File: src/rtl/mux_demux_pkg.sv
// Shared types and constants for the stream mux/demux pair.
// Holds the arbiter FSM states and channel indices.
package mux_demux_pkg;

  typedef enum logic [1:0] {
    IDLE  = 2'd0,
    LOCK0 = 2'd1,
    LOCK1 = 2'd2
  } state_e;

  localparam logic CH0 = 1'b0;
  localparam logic CH1 = 1'b1;
  localparam int   DW  = 8;

  // Index of the channel that is not ch.
  function automatic logic other_ch(input logic ch);
    return ~ch;
  endfunction

endpackage

File: src/rtl/rr_arb2.sv
// Two-way round-robin grant with packet lock.
// Purely combinational; gnt is one-hot or zero.
module rr_arb2
  import mux_demux_pkg::*;
(
  input  logic [1:0] req,
  input  logic       prio,
  input  logic       lock_en,
  input  logic       lock_ch,
  output logic [1:0] gnt
);

  logic w_alt;

  assign w_alt = other_ch(prio);

  // Locked channel wins outright; otherwise prio first, then the other.
  always_comb begin
    gnt = 2'b00;
    if (lock_en) begin
      gnt = (lock_ch == CH1) ? 2'b10 : 2'b01;
    end else if (req[prio]) begin
      gnt = (prio == CH1) ? 2'b10 : 2'b01;
    end else if (req[w_alt]) begin
      gnt = (w_alt == CH1) ? 2'b10 : 2'b01;
    end
  end

endmodule

File: src/rtl/stream_mux2_arb.sv
// 2-to-1 stream mux, round-robin between packets.
// Output beats carry their source index on out_sel.
module stream_mux2_arb
  import mux_demux_pkg::*;
#(
  parameter int W = DW
) (
  input  logic         clk,
  input  logic         rst,
  input  logic [W-1:0] in0_data,
  input  logic         in0_last,
  input  logic         in0_valid,
  output logic         in0_ready,
  input  logic [W-1:0] in1_data,
  input  logic         in1_last,
  input  logic         in1_valid,
  output logic         in1_ready,
  output logic [W-1:0] out_data,
  output logic         out_sel,
  output logic         out_last,
  output logic         out_valid,
  input  logic         out_ready
);

  state_e       r_state;
  state_e       w_state_nxt;
  logic         r_prio;
  logic         w_prio_nxt;

  logic         r_valid;
  logic [W-1:0] r_data;
  logic         r_sel;
  logic         r_last;

  logic         w_load_en;
  logic         w_lock_en;
  logic         w_lock_ch;
  logic [1:0]   w_gnt;
  logic         w_acc0;
  logic         w_acc1;
  logic         w_acc;
  logic         w_ch;
  logic [W-1:0] w_data;
  logic         w_last;

  assign w_load_en = !r_valid || out_ready;
  assign w_lock_en = (r_state != IDLE);
  assign w_lock_ch = (r_state == LOCK1);

  rr_arb2 u_arb (
    .req     ({in1_valid, in0_valid}),
    .prio    (r_prio),
    .lock_en (w_lock_en),
    .lock_ch (w_lock_ch),
    .gnt     (w_gnt)
  );

  // Readies are forced low while reset is held.
  assign in0_ready = w_gnt[0] && w_load_en && !rst;
  assign in1_ready = w_gnt[1] && w_load_en && !rst;

  assign w_acc0 = in0_valid && in0_ready;
  assign w_acc1 = in1_valid && in1_ready;
  assign w_acc  = w_acc0 || w_acc1;
  assign w_ch   = w_acc1 ? CH1 : CH0;
  assign w_data = w_acc1 ? in1_data : in0_data;
  assign w_last = w_acc1 ? in1_last : in0_last;

  // State and priority registers.
  always_ff @(posedge clk or posedge rst) begin
    if (rst) begin
      r_state <= IDLE;
      r_prio  <= CH0;
    end else begin
      r_state <= w_state_nxt;
      r_prio  <= w_prio_nxt;
    end
  end

  // Lock on a non-final beat; finishing a packet hands prio over.
  always_comb begin
    w_state_nxt = r_state;
    w_prio_nxt  = r_prio;
    unique case (r_state)
      IDLE: begin
        if (w_acc) begin
          if (w_last) begin
            w_prio_nxt = other_ch(w_ch);
          end else begin
            w_state_nxt = (w_ch == CH1) ? LOCK1 : LOCK0;
          end
        end
      end
      LOCK0, LOCK1: begin
        if (w_acc && w_last) begin
          w_state_nxt = IDLE;
          w_prio_nxt  = other_ch(w_ch);
        end
      end
      default: begin
        w_state_nxt = IDLE;
      end
    endcase
  end

  // Single output stage; holds while stalled downstream.
  always_ff @(posedge clk or posedge rst) begin
    if (rst) begin
      r_valid <= 1'b0;
      r_data  <= '0;
      r_sel   <= CH0;
      r_last  <= 1'b0;
    end else if (w_load_en) begin
      if (w_acc) begin
        r_valid <= 1'b1;
        r_data  <= w_data;
        r_sel   <= w_ch;
        r_last  <= w_last;
      end else begin
        r_valid <= 1'b0;
      end
    end
  end

  assign out_valid = r_valid;
  assign out_data  = r_data;
  assign out_sel   = r_sel;
  assign out_last  = r_last;

endmodule

File: config.mk
export PLATFORM = sky130hd
export DESIGN_NAME = stream_mux2_arb
export DESIGN_NICKNAME = d
export VERILOG_FILES = /design/src/rtl/mux_demux_pkg.sv /design/src/rtl/rr_arb2.sv /design/src/rtl/stream_mux2_arb.sv
export SDC_FILE = /design/constraint.sdc
export NUM_CORES = 1
export LEC_CHECK = 0
export BUFFER_PORTS_ARGS = -buffer_cell sky130_fd_sc_hd__buf_2
export CAP_MARGIN = 10
export CELL_PAD_IN_SITES_DETAIL_PLACEMENT = 0
export CELL_PAD_IN_SITES_GLOBAL_PLACEMENT = 1
export CORE_MARGIN = 2
export CORE_UTILIZATION = 35
export DETAILED_ROUTE_END_ITERATION = 8
export PLACE_DENSITY = 0.86
export SYNTH_ARGS = -nofsm -noshare
export SYNTH_HDL_FRONTEND = slang
export SYNTH_SLANG_ARGS = --single-unit
File: constraint.sdc
create_clock -name clk -period 7 [get_ports clk]
set_clock_uncertainty 0.2 [all_clocks]
set_input_delay 1.4 -clock clk [delete_from_list [all_inputs] [get_ports clk]]
set_output_delay 1.4 -clock clk [all_outputs]
set_load 0.02 [all_outputs]
* Word-level counts from Yosys, hierarchy flattened
Cells that the tools add are included.
** Storage, ports and cells
- Bits in registers :: 14
- Bits of input ports :: 23
- Output and inout bits :: 13
- Word-level logic and storage cells :: 57
** Operators by class
- Order comparisons :: 2
- Eq/ne operators :: 6
- Mux-type cells :: 23
- Bitwise operators :: 2
- Reduce and logical (&&, ||, !) cells :: 18
** Operators by type and width (number)
- 2-to-1 mux 2 bit :: 10
- 2-to-1 mux 1 bit :: 10
- 2-to-1 mux 8 bit :: 1
- != test 2 bit (second input constant) :: 4
- logical AND 1 bit :: 7
- < comparator 1 x 2 -> 1 bit (second input constant) :: 2
- case mux 2 bit (2 select lines) :: 1
- AND reduction 4 bit :: 1
- nonzero test 2 bit :: 2
- AND reduction 3 bit :: 1
- equality test 2 x 1 -> 1 bit (second input constant) :: 1
- equality test 2 bit (second input constant) :: 1
- zero test 1 bit :: 2
- zero test 2 bit :: 1
- logical OR 1 bit :: 2
- inverter 1 bit :: 2
- case mux 1 bit (2 select lines) :: 1
- AND reduction 2 bit :: 1
- OR reduction 2 bit :: 1

* Longest topological paths before layout
- Depth in word-level cells :: 14
- Mapped depth :: 8
- Depth with buffers taken out :: 7

* By module
A second synthesis with hierarchy kept.
** Unflattened totals
- Cell total of the unflattened synthesis :: 87
- Area, all modules :: 818.3 µm²
** Modules (own cells, without submodules)
- stream_mux2_arb :: times used 1, cells each 81, area each 777.0 µm²
- rr_arb2 :: times used 1, cells each 6, area each 41.3 µm²

* Least setup slack after synthesis
OpenSTA, ideal clock, no wires.
- Path kind :: input to output
- Start point :: input port in0_valid
- End point :: output port in1_ready
- Data arrival time :: 2.071 ns
- Required time :: 5.400 ns
- Setup slack :: 3.329 ns
- Cell stages on the path :: 5
- Buffers on the path :: 0
- Cell sequence :: inv_1 o21ai_0 nor2_1 a21oi_1 nor3_1
** Between the ends
- Cells in the longest elaborated chain, start to end :: 7
- Elaborated cells on any way between the ends :: 9
** RTL lines
- start, declared :: RTL line stream_mux2_arb.sv:12 : input logic in0_valid,
- 2-to-1 mux 1 bit (not written as such) (2 in a row) :: RTL line rr_arb2.sv:24 : end else if (req[w_alt]) begin
- 2-to-1 mux 2 bit :: RTL line rr_arb2.sv:24
- 2-to-1 mux 2 bit (*) :: RTL line rr_arb2.sv:22 : end else if (req[prio]) begin
- 2-to-1 mux 2 bit (*) :: RTL line rr_arb2.sv:20 : if (lock_en) begin
- logical AND 1 bit (*) (2 in a row) :: RTL line stream_mux2_arb.sv:60 : assign in1_ready = w_gnt[1] && w_load_en && !rst;
- end, declared :: RTL line stream_mux2_arb.sv:17 : output logic in1_ready,
Every way passes the cells marked *; elsewhere a longest branch is shown, timed or not. The select of a mux whose other input is x is not followed.

* Worst setup path in the final report
- Start point :: input port out_ready
- End point :: output port in0_ready
** Between the ends
- Cells in the longest elaborated chain, start to end :: 3
** RTL lines
- start, declared :: RTL line stream_mux2_arb.sv:22 : input logic out_ready
- logical OR 1 bit :: RTL line stream_mux2_arb.sv:46 : assign w_load_en = !r_valid || out_ready;
- logical AND 1 bit (2 in a row) :: RTL line stream_mux2_arb.sv:59 : assign in0_ready = w_gnt[0] && w_load_en && !rst;
- end, declared :: RTL line stream_mux2_arb.sv:13 : output logic in0_ready,
Every way passes these cells.

==> results.json <==
{
  "p_per_area_mw_per_mm2": 372.2,
  "io_pins": 36,
  "worstPathRequired_ps": 5400,
  "drt_iter0_drc": 10,
  "fin_nets": 147,
  "cp_cell_sequence": "buf_2, nor2b_1, nor3_1, buf_2",
  "yosys.area.top_type_share_pct": 43.89,
  "worst_pin_slew_ps": 1099,
  "grt_busiest_layer": "met1",
  "max_cap_violations": 0,
  "clock-sinks": 14,
  "cts_htree_levels": 1,
  "fin_tns_setup_ps": 0,
  "cts_buffers": 3,
  "detail_route.wl_per_cell_um": 11.99,
  "power.leakage_nw": 0.5489,
  "place.port_buffers": 35,
  "use_met2_pct": 21.37,
  "avgSynthCellArea_um2": 9.391,
  "synthCells": 85,
  "hold_viol": 0,
  "relSlewSlack_pct": 26.76,
  "drive_gt1_share_pct": 34.71,
  "synth_edf_count": 0,
  "ys_seq_area_share_pct": 43.89,
  "cts_buffer_depth": 2,
  "min_path_type": "flop to flop",
  "async_flop_share_pct": 100.0,
  "drc": 0,
  "finalCriticalPeriod_ps": 3871,
  "tritoncts": "built",
  "synth_area_um2": 798.3,
  "crit_arrival_ps": 2270,
  "ir_drop_uv": 158.0,
  "fmax_mhz": 258.3,
  "clk_pin_slew_ps": 80,
  "grt_start_max_net_pins": 23,
  "gr-usage-met1_pct": 22.12,
  "syn2layout_area_growth_pct": 30.88,
  "dp_hpwl_um": 1367,
  "setup.worst_path.class": "input pin to output pin",
  "antenna_found_initial": 0,
  "rows": 17,
  "start_kind": "input pin",
  "cp_max_fo": 7,
  "post_cts_resized": 0,
  "overflow": 0,
  "status": "complete, no violations",
  "die_w_um": 51.76,
  "drv_slew": 0,
  "root_buffer": "clkbuf_4",
  "gp_congestion": 0.7430,
  "ys.flop_type": "dfrtp_1",
  "ys_warn_count": 0,
  "firstDrtPassIters": 4,
  "ant_nets": 0,
  "use_met3_pct": 2.874,
  "cpPeakStageDelay_ps": 470,
  "place_ws_ps": 3164,
  "synth_top_area_cell": "dfrtp_1",
  "die_h_um": 51.76,
  "grt_pass1_vias": 696,
  "setup_viol": 0,
  "post_cts_buffers": 0,
  "clock_latency_ps": 270,
  "cp-end-kind": "output pin",
  "ys_ff_latch": 14,
  "placeableCoreArea_mm2": 0.002191,
  "start_util_pct": 36.44,
  "ys_top_cells_by_area": "dfrtp_1 (44%), mux2i_1 (14%), a21oi_1 (6.9%)",
  "setup_slack_ps": 3129,
  "slowest_stage": "nor2b_1",
  "antenna_cells": 0,
  "via_per_inst": 5.067,
  "die_area_mm2": 0.002679,
  "whs_ps": 279.5,
  "synth_cell_type_count": 27,
  "synth_common_cells": "dfrtp_1 (14), nor2_1 (14), a21oi_1 (11), mux2i_1 (11), inv_1 (7)",
  "syn_nets": 110,
  "grt_use_total_pct": 14.88,
  "cts.hold.buffers_added": 0,
  "grt_first_pass_wirelength_um": 2987,
  "fillers": 226,
  "num_vias": 755,
  "period_share_pct": 55.30,
  "cp_common_cell": "buf_2",
  "finalWirelength_um": 1786,
  "rsz0062_at_grt": "false"
}
logic make-up (layout without fill, tap and decap cells):
logic type                 after synthesis  count (layout)  synth area share [%]
adders and majority gates                2               2                 3.134
and+or+nand+nor                         24              24                 14.73
DFF                                     14              14                 43.89
muxes                                   11              11                 13.79
AOI/OAI and AO/OA                       24              24                 19.59
buffers and inverters                   10              46                 4.859
flip-flops by register name, summed over array words and instances (netlist names):
signal,cells
out_valid,1
out_data,8
out_last,1
r_state,2
r_prio,1
out_sel,1
layer usage:
metal	up-vias	part of all wire, %	wire length, µm
li1	377	-	-
met1	344	49	883
met2	34	43	775
met3	0	7.1	127
met4	0	0	0
met5	-	0	0
cell usage in the layout (no fill, tap or decap):
cell type / count
nor2_1: 14
nand3_1: 1
nor3_1: 2
nand2_1: 1
o21ai_0: 2
a31oi_1: 1
o22ai_1: 1
nor2b_1: 1
a21o_1: 1
and3b_1: 1
mux2i_1: 11
clkbuf_8: 1
or2_1: 1
or4_1: 1
clkbuf_4: 3
a21oi_1: 11
ha_1: 2
o21a_1: 2
o41ai_1: 1
inv_1: 7
buf_2: 35
o211ai_1: 2
o21ai_1: 1
a2111oi_4: 1
dfrtp_1: 14
nor4_1: 1
o211ai_2: 1
or4_4: 1
report_power, final:
part	internal, mW	switching [mW]	total [mW]
clock	0.0316	0.0258	0.0574
combinational	0.0734	0.124	0.197
sequential	0.115	0.0196	0.134
area by class of cell:
type                            count  area [µm²]  area share [%]
Inverter                            7       26.28           2.515
Multi-Input combinational cell     61       421.7           40.36
Clock buffer                        4       36.28           3.473
Tap cell                           28       35.03           3.353
Sequential cell                    14       350.3           33.53
Timing Repair Buffer               35       175.2           16.77
through the flow:
step / util [%] / cell area [µm²] / total power [mW] / instances
floorplan: - / 798.3 / 0.2707 / 85
global placement: 46.03 / 1008 / 0.3279 / 145
detailed placement: 46.03 / 1008 / 0.3321 / 145
CTS: 47.69 / 1045 / 0.3908 / 149
global route: 47.69 / 1045 / 0.4211 / 149
finish: 47.69 / 1045 / 0.3889 / 149
final timing paths:
path	startpoint	endpoint	slack [ps]	cells past startpoint
max	out_ready	in0_ready	3130	4
min	out_sel$_DFFE_PP0P_	out_sel$_DFFE_PP0P_	280	1
max reg2reg	r_state[1]$_DFFE_PP0P_	r_state[1]$_DFFE_PP0P_	3800	7
min reg2reg	out_sel$_DFFE_PP0P_	out_sel$_DFFE_PP0P_	280	1
max in group asynchronous	rst	out_data[2]$_DFFE_PP0P_	5220	2
min in group asynchronous	rst	out_valid$_DFFE_PP0N_	1030	2
worst max-delay path, delay by kind of cell:
| family | cells | cell delay [ps] |
|---|---|---|
| AND/OR/NAND/NOR | 2 | 580 |
| buffers and inverters | 2 | 290 |
Power figures use the tool's default switching activity.
